<file path="config.mk">
export PLATFORM = sky130hd
export DESIGN_NAME = req_encoder4to2
export DESIGN_NICKNAME = d
export VERILOG_FILES = /design/src/rtl/req_encoder4to2.sv
export SDC_FILE = /design/constraint.sdc
export NUM_CORES = 1
export LEC_CHECK = 0
export BUFFER_PORTS_ARGS = -buffer_cell sky130_fd_sc_hd__buf_2
export CELL_PAD_IN_SITES_DETAIL_PLACEMENT = 0
export CELL_PAD_IN_SITES_GLOBAL_PLACEMENT = 2
export CORE_AREA = 2 2 46 48
export DETAILED_ROUTE_END_ITERATION = 8
export DIE_AREA = 0 0 48 50
export GPL_ROUTABILITY_DRIVEN = 0
export PLACE_DENSITY_LB_ADDON = 0.05
export SYNTH_ARGS = -nofsm -noshare
export SYNTH_HDL_FRONTEND = slang
export SYNTH_SLANG_ARGS = --single-unit
</file>
<file path="constraint.sdc">
create_clock -name clk -period 3.1 [get_ports clk]
set_clock_uncertainty 0.15 [all_clocks]
set_input_delay 0.31 -clock clk [delete_from_list [all_inputs] [get_ports clk]]
set_output_delay 0.31 -clock clk [all_outputs]
set_load 0.005 [all_outputs]
</file>
<file path="src/rtl/req_encoder4to2.sv">
// req_encoder4to2: sequential priority encoder.
// Latches rising edges on req_in into a pending set and presents them one at
// a time as binary codes over a valid/ready handshake. The lowest index has
// the highest priority. A presented code is never preempted.
//
// Ports:
//   clk       in   clock, rising edge
//   rst_n     in   asynchronous active-low reset
//   en        in   capture enable for new request edges
//   req_in    in   [N]  request lines, rising edge raises a request
//   code      out  [W]  index of the presented request (valid while valid=1)
//   valid     out  a code is presented
//   ready     in   consumer accepts code when valid & ready at an edge
//   pending   out  [N]  latched, not-yet-accepted requests
//   overflow  out  one-cycle pulse when an edge merged into a pending bit
module req_encoder4to2 #(
    parameter int unsigned N = 4,
    parameter int unsigned W = 2
) (
    input  logic         clk,
    input  logic         rst_n,
    input  logic         en,
    input  logic [N-1:0] req_in,
    output logic [W-1:0] code,
    output logic         valid,
    input  logic         ready,
    output logic [N-1:0] pending,
    output logic         overflow
);

    typedef enum logic {
        ST_IDLE    = 1'b0,
        ST_PRESENT = 1'b1
    } state_t;

    state_t         r_state;
    state_t         w_state_next;
    logic [W-1:0]   r_code;
    logic [W-1:0]   w_code_next;
    logic [N-1:0]   r_req_q;
    logic [N-1:0]   r_pending;
    logic           r_overflow;

    logic [N-1:0]   w_set;
    logic [N-1:0]   w_clr;
    logic [N-1:0]   w_rem;
    logic [N-1:0]   w_pending_next;
    logic           w_overflow_next;
    logic           w_handshake;

    // Index of the lowest set bit (0 when the vector is empty).
    function automatic logic [W-1:0] f_lowest(input logic [N-1:0] v);
        logic [W-1:0] idx;
        idx = '0;
        for (int i = int'(N) - 1; i >= 0; i--) begin
            if (v[i]) begin
                idx = W'(i);
            end
        end
        return idx;
    endfunction

    // Edge capture, clear of the accepted bit, merge detection.
    always_comb begin
        w_handshake     = (r_state == ST_PRESENT) && ready;
        w_set           = en ? (req_in & ~r_req_q) : '0;
        w_clr           = w_handshake ? (N'(1) << r_code) : '0;
        w_rem           = r_pending & ~w_clr;
        // A new edge on the bit being cleared keeps it pending (set wins).
        w_pending_next  = w_rem | w_set;
        w_overflow_next = |(w_set & w_rem);
    end

    // Next-state and code selection. Bits captured this cycle are not in
    // r_pending yet, so they are only considered from the next cycle on.
    always_comb begin
        w_state_next = r_state;
        w_code_next  = r_code;
        case (r_state)
            ST_IDLE: begin
                if (r_pending != '0) begin
                    w_state_next = ST_PRESENT;
                    w_code_next  = f_lowest(r_pending);
                end
            end
            ST_PRESENT: begin
                if (w_handshake) begin
                    if (w_rem != '0) begin
                        w_code_next = f_lowest(w_rem);
                    end else begin
                        w_state_next = ST_IDLE;
                    end
                end
            end
            default: begin
                w_state_next = ST_IDLE;
            end
        endcase
    end

    // State register.
    always_ff @(posedge clk or negedge rst_n) begin
        if (!rst_n) begin
            r_state <= ST_IDLE;
            r_code  <= '0;
        end else begin
            r_state <= w_state_next;
            r_code  <= w_code_next;
        end
    end

    // Edge detector, pending set and overflow pulse.
    always_ff @(posedge clk or negedge rst_n) begin
        if (!rst_n) begin
            r_req_q    <= '0;
            r_pending  <= '0;
            r_overflow <= 1'b0;
        end else begin
            r_req_q    <= req_in;
            r_pending  <= w_pending_next;
            r_overflow <= w_overflow_next;
        end
    end

    assign code     = r_code;
    assign valid    = (r_state == ST_PRESENT);
    assign pending  = r_pending;
    assign overflow = r_overflow;

endmodule

</file>
==> impl_metrics.sql, run 1 <==
INSERT INTO impl_metrics (metric_group, metric, value, unit) VALUES
('global_route', 'grt_overflow_total', '0', ''),
('timing', 'achievable-frequency', '605', 'MHz'),
('detailed_routing', 'viasPerCell', '4.84', ''),
('final_layout', 'leading_cell_type_in_the_layout_fill_and_taps_excluded', 'buf_2', ''),
('hold_path', 'worst_hold_path.num_cells', '1', ''),
('clock_network', 'cts.root.buffer_cell', 'clkbuf_4', ''),
('timing', 'worst_slew_pin_slew', '277', 'ps'),
('detailed_routing', 'drc', '0', ''),
('logic_synthesis', 'netlist-cell-type-count', '29', ''),
('critical_path', 'worstSetupPathDepth', '4', ''),
('pwr', 'power.net_switching', '0.000239', 'W'),
('place', 'detailed_place_hpwl', '925', 'um'),
('global_route', 'groute.usage.overall', '11.3', '%'),
('floorplanning', 'die_w', '48', 'um'),
('clock_network', 'cts.repair.resized', '0', ''),
('timing', 'setup_viol', '0', ''),
('logic_synthesis', 'yosysSeqAreaShare', '51.2', '%'),
('detailed_routing', 'drt_pass1_iterations', '3', ''),
('critical_path', 'r2r.worst_path.cells', '4', ''),
('final_layout', 'drive_gt1_share', '37.1', '%'),
('pwr', 'power_density', '889', 'mW/mm^2'),
('global_route', 'global_route_wire_length_before_repair', '1840', 'um'),
('critical_path', 'ff2ff_setup_slack', '1450', 'ps'),
('detailed_routing', 'routedWlPerCell', '12.2', 'um'),
('clock_network', 'clock_insertion_delay_worst_skew', '260', 'ps'),
('logic_synthesis', 'synth.net_count', '57', ''),
('critical_path', 'worst-path-buf-inv', '0', ''),
('pwr', 'power_frac_comb', '42.5', '%'),
('timing', 'grt_setup_unrepaired', 'false', ''),
('pwr', 'switching_share', '35.7', '%'),
('clock_network', 'numClockSinks', '12', ''),
('critical_path', 'crit_fanout', '6', ''),
('critical_path', 'reg2reg_from', 'code[0]', ''),
('timing', 'slew_headroom', '81.5', '%'),
('detailed_routing', 'first_iter_violations', '8', ''),
('hold_path', 'hold_path_end', 'r_req_q[3]', ''),
('timing', 'timing_hold_violations_final', '0', ''),
('floorplanning', 'initial_core_util', '30.9', '%'),
('critical_path', 'timing.setup.critical_path_class', 'reg2reg', ''),
('final_layout', 'num-nets-final', '79', ''),
('pwr', 'max-vdd-ir-drop', '0.343', 'mV'),
('pwr', 'p_clk_share', '17.7', '%'),
('global_route', 'antenna_found_initial', '0', ''),
('timing', 'finalSetupTns', '0', 'ps'),
('pwr', 'sequentialPowerShare', '39.8', '%'),
('clock_network', 'max-clock-path-buffers', '2', ''),
('critical_path', 'critical_path.slowest_cell', 'dfrtp_1', ''),
('final_layout', 'area_grow_syn2layout', '28.1', '%'),
('hold_path', 'worst_hold_path_type', 'in2reg', ''),
('pwr', 'leakagePower', '0.338', 'nW'),
('hold_path', 'worst_hold_startpoint', 'req_in[3]', ''),
('critical_path', 'crit_arrival', '1650', 'ps'),
('critical_path', 'worst_path_largest_cell_delay', '430', 'ps'),
('critical_path', 'timing.critical_path.to_type', 'register', ''),
('detailed_routing', 'final_antenna_net_count', '0', ''),
('floorplanning', 'floorplan.rows', '16', ''),
('place', 'numPortBuffers', '15', ''),
('floorplanning', 'die_height', '50', 'um'),
('critical_path', 'critical_path.top_delay_family', 'flip-flops', ''),
('logic_synthesis', 'yosys_register_bits', '12', ''),
('timing', 'period_share', '53.3', '%'),
('timing', 'maxSlewViolCount', '0', ''),
('status', 'status', 'complete, no violations', ''),
('clock_network', 'cts_tree', 'built', ''),
('final_layout', 'mostFrequentLayoutCells', 'buf_2 (15), dfrtp_1 (12), nand2_1 (5)', ''),
('final_layout', 'finalInstanceArea', '752', 'um^2'),
('logic_synthesis', 'post_synthesis_instance_area', '587', 'um^2'),
('critical_path', 'critPathLaunchType', 'register', ''),
('floorplanning', 'floorplan.die_area', '0.00240', 'mm^2'),
('final_layout', 'antenna_cells', '0', ''),
('global_route', 'grt_start_max_net_pins', '13', '');
==> power groups by stage <==
| stage | clock network, W | registers [W] | logic [W] |
|---|---|---|---|
| floorplan | 0 | 0.000266 | 0.000189 |
| global placement | 0 | 0.000271 | 0.000292 |
| detailed placement | 0 | 0.000268 | 0.000286 |
| CTS | 0.000124 | 0.000266 | 0.000288 |
| global route | 0.000134 | 0.000278 | 0.000313 |
| finish | 0.000118 | 0.000266 | 0.000284 |
==> synth_stat cells <==
| cell type | number | area (um^2) |
|---|---|---|
| o21ai_0 | 1 | 5.00 |
| o31ai_1 | 1 | 7.51 |
| nor2b_1 | 1 | 6.26 |
| o22a_2 | 1 | 10.0 |
| dfrtp_1 | 12 | 300 |
| or2b_1 | 1 | 7.51 |
| o2bb2a_4 | 1 | 20.0 |
| o211ai_2 | 1 | 12.5 |
| nand2_1 | 5 | 18.8 |
| nor3b_1 | 2 | 15.0 |
| o2bb2ai_2 | 1 | 15.0 |
| o2111ai_1 | 1 | 8.76 |
| o31a_1 | 1 | 8.76 |
| o32ai_1 | 1 | 8.76 |
| a21boi_0 | 1 | 7.51 |
| nand2b_4 | 1 | 13.8 |
| nor2_1 | 2 | 7.51 |
| nand4b_1 | 1 | 8.76 |
| nand4bb_1 | 1 | 11.3 |
| nand3b_1 | 2 | 15.0 |
| a21oi_2 | 1 | 8.76 |
| and4b_1 | 1 | 10.0 |
| nand2b_1 | 1 | 6.26 |
| nand4_1 | 1 | 6.26 |
| o21ai_1 | 1 | 5.00 |
| o2bb2ai_1 | 1 | 8.76 |
| o21a_1 | 1 | 7.51 |
| mux2_4 | 1 | 15.0 |
| inv_1 | 3 | 11.3 |
==> registers in the layout (all words and copies together), names as in the netlist <==
name      count
code          2
r_req_q       4
overflow      1
valid         1
pending       4
==> worst max-delay path by stage <==
stage,startpoint,to,slack [ps]
6_report,code[0],code[0],1450
5_1_grt,code[0],code[0],1360
4_1_cts,code[0],code[0],1450
3_5_place_dp,code[0],code[0],1470
3_3_place_gp,code[0],code[0],1450
2_1_floorplan,code[0],code[0],1580
==> logic make-up (layout without fill, tap and decap cells) <==
family	count (synthesis)	after routing	synth area share, %
and+or+nand+nor	19	19	21.5
AOI/OAI and AO/OA	14	14	22.8
DFF	12	12	51.2
buffers and inverters	3	24	1.92
muxes	1	1	2.56
==> per-layer routing <==
layer	GRT usage, %	vias up	wire length [um]	share of wire [%]
met5	0	-	0	0
met3	2.20	6	59	5.0
met1	15.5	217	538	46
met4	9.91	0	70	5.9
li1	-	229	-	-
met2	14.4	17	510	43
==> stage by stage <==
| stage | setup slack, ps | total power, W | hold WS [ps] | cells |
|---|---|---|---|---|
| 5_1_grt | 1360 | 0.000725 | 1.98 | 97 |
| 2_1_floorplan | 1580 | 0.000455 | -136 | 49 |
| 4_1_cts | 1450 | 0.000678 | 8.89 | 96 |
| 3_3_place_gp | 1450 | 0.000563 | 61.1 | 91 |
| 3_5_place_dp | 1470 | 0.000554 | 57.6 | 91 |
| 6_report | 1450 | 0.000669 | 15.6 | 97 |
==> area by class of cell <==
class                   count  area [um^2]
inverters                   3         11.3
fillers                   186         1150
clock buffers               4         36.3
well taps                  27         33.8
multi-input cells          34          275
repair buffers             17         95.1
flip-flops and latches     12          300
==> timing repair <==
| item | CTS | global route |
|---|---|---|
| endpoints found under the hold margin | 12 | 1 |
| hold buffers | 1 | 1 |
| buffers inserted | 0 | 0 |
No activity file was read; power rests on OpenSTA's default activity.
==> run 2, diff against run 1 <==
- CORE_AREA: 2 2 46 48 -> 2 2 49 51
- DIE_AREA: 0 0 48 50 -> 0 0 51 53
- clock period: 3.1 -> 1.4 ns (I/O delays scaled with it)
==> run 2 against run 1 <==
Net effect: via count is 12% higher; highest routed layer unchanged; largest power group unchanged; the flow now finishes with violations (setup timing); critical endpoint unchanged; global-route usage is 0.79 points higher; largest cell class unchanged; hold slack better by 110 ps; sequential power is 120% higher.
==> impl_metrics.sql, run 2 (synthesis results as in run 1) <==
INSERT INTO impl_metrics (metric_group, metric, value, unit) VALUES
('status', 'status', 'complete, but fails checks', ''),
('status', 'violations_in_the_final_reports', 'setup timing', ''),
('final_layout', 'finalInstanceArea', '890', 'um^2'),
('clock_network', 'cts_tree', 'built', ''),
('critical_path', 'r2r-end', 'code[0]', ''),
('place', 'worst_slack_at_placement', '-168', 'ps'),
('critical_path', 'worst_setup_path_startpoint', 'code[1]', ''),
('final_layout', 'num-nets-final', '94', ''),
('pwr', 'power_density', '1950', 'mW/mm^2'),
('detailed_routing', 'routed_wl', '1410', 'um'),
('timing', 'setup_viol', '4', ''),
('critical_path', 'timing.critical_path.required', '1410', 'ps'),
('detailed_routing', 'final_antenna_net_count', '0', ''),
('critical_path', 'ff2ff_setup_slack', '-200', 'ps'),
('clock_network', 'max-clock-path-buffers', '2', ''),
('global_route', 'grt_start_max_net_pins', '13', ''),
('clock_network', 'clock_insertion_delay_worst_skew', '270', 'ps'),
('final_layout', 'leading_cell_type_in_the_layout_fill_and_taps_excluded', 'buf_2', ''),
('global_route', 'global_route_wire_length_before_repair', '2330', 'um'),
('place', 'numPortBuffers', '15', ''),
('hold_path', 'worst_hold_path_type', 'in2async', ''),
('clock_network', 'cts.root.buffer_cell', 'clkbuf_4', ''),
('floorplanning', 'number_of_ports_placed_on_the_die_boundary', '16', ''),
('final_layout', 'mostFrequentLayoutCells', 'buf_2 (15), dfrtp_1 (11), buf_4 (11)', ''),
('run', 'cap_viol_max_count', '0', ''),
('critical_path', 'r2r.worst_path.cells', '4', ''),
('final_layout', 'drive_gt1_share', '48.2', '%'),
('clock_network', 'numClockSinks', '12', ''),
('timing', 'grt_setup_unrepaired', 'true', ''),
('global_route', 'grt_overflow_total', '0', ''),
('floorplanning', 'floorplan.core_area', '0.00215', 'mm^2'),
('clock_network', 'clock_tree.htree_level_count', '1', ''),
('critical_path', 'worst_setup_path_endpoint', 'code[0]', ''),
('global_route', 'grt_pass1_vias', '564', ''),
('detailed_routing', 'viasPerCell', '4.65', ''),
('timing', 'period_share', '115', '%'),
('critical_path', 'reg2reg_from', 'code[1]', ''),
('timing', 'post-route-worst-setup-slack', '-203', 'ps'),
('clock_network', 'cts-buffers-inserted', '3', ''),
('final_layout', 'finish.cell_count_without_fillers', '113', ''),
('place', 'placed_area', '778', 'um^2'),
('floorplanning', 'floorplan.rows', '17', ''),
('floorplanning', 'die_w', '51', 'um'),
('final_layout', 'fillerInstances', '210', ''),
('critical_path', 'crit_arrival', '1620', 'ps'),
('detailed_routing', 'drc', '0', ''),
('timing', 'achievable-frequency', '624', 'MHz'),
('pwr', 'max-vdd-ir-drop', '0.708', 'mV'),
('detailed_routing', 'vias', '526', ''),
('timing', 'slew_headroom', '81.6', '%'),
('global_route', 'antenna_found_initial', '0', ''),
('timing', 'timing_hold_violations_final', '0', ''),
('detailed_routing', 'drt_pass1_iterations', '4', ''),
('timing', 'min_period', '1600', 'ps'),
('timing', 'maxSlewViolCount', '0', ''),
('floorplanning', 'die_height', '53', 'um'),
('place', 'detailed_place_hpwl', '1050', 'um'),
('clock_network', 'path_clk_slew', '80', 'ps'),
('critical_path', 'critPathLaunchType', 'register', ''),
('detailed_routing', 'routedWlPerCell', '12.4', 'um'),
('floorplanning', 'initial_core_util', '27.3', '%'),
('timing', 'worst_slew_pin_slew', '277', 'ps'),
('critical_path', 'timing.critical_path.to_type', 'register', ''),
('final_layout', 'area_grow_syn2layout', '51.6', '%'),
('critical_path', 'crit_fanout', '6', ''),
('pwr', 'finalPower', '0.00173', 'W'),
('detailed_routing', 'first_iter_violations', '10', ''),
('final_layout', 'antenna_cells', '0', ''),
('global_route', 'groute.usage.overall', '12.1', '%'),
('critical_path', 'timing.setup.critical_path_class', 'reg2reg', ''),
('pwr', 'leakagePower', '0.408', 'nW'),
('floorplanning', 'floorplan.die_area', '0.00270', 'mm^2'),
('place', 'placedCellCount', '102', '');
run 2: cell types whose count changed in the layout (fill, tap and decap cells not counted), sizes merged:
cell / change
buf: +11
dlygate4sd3: +4
run 2: where the power goes:
part,internal (W),switching (W),total (W),leakage (nW)
clock,0.000158,0.000122,0.000280,0.0210
sequential,0.000457,0.000128,0.000585,0.137
combinational,0.000512,0.000358,0.000869,0.249
run 2: repair_timing:
action | in CTS | in global routing
buffers inserted | 0 | 1
hold endpoints to repair | 20 | 0
endpoints found under the setup margin | 4 | 5
pin swaps | 1 | 2
hold buffers | 6 | 0
gates resized for setup | 2 | 1
run 2: routing by layer:
layer	global-route usage (%)	vias to the layer above	share of wire [%]
li1	-	259	-
met1	13.5	244	45
met2	20.1	17	47
met3	3.95	6	4.9
met4	7.21	0	3.0
met5	0	-	0
run 2: layout make-up:
class / count / area, um^2 / area share [%]
clock buffer: 4 / 36.3 / 4.08
inverter: 3 / 11.3 / 1.27
sequential: 12 / 302 / 33.9
tap: 28 / 35.0 / 3.94
timing repair buffer: 32 / 218 / 24.5
multi-input combinational: 34 / 288 / 32.3
run 2: per-stage QoR:
stage          hold WS, ps  util (%)  TNS, ps
6_report               128      41.4     -482
4_1_cts                141      41.0     -430
2_1_floorplan         -306         -     -118
3_5_place_dp          -109      36.2     -372
3_3_place_gp          -109      36.2     -413
5_1_grt                171      41.4     -720
run 2: worst min-delay path by stage:
stage / to / from / slack [ps] / depth (start not counted)
after global placement: code[0] / rst_n / -110 / 1
after global routing: code[0] / rst_n / 170 / 2
after floorplan: code[0] / rst_n / -310 / 0
after detailed placement: code[1] / rst_n / -110 / 1
after CTS: code[0] / rst_n / 140 / 2
final: code[0] / rst_n / 130 / 2
run 2: critical path: stages (launching register included):
cell,delay [ps]
dfrtp_2,440
nand4b_1,300
o21ai_2,230
o2bb2ai_2,80
mux2_4,290
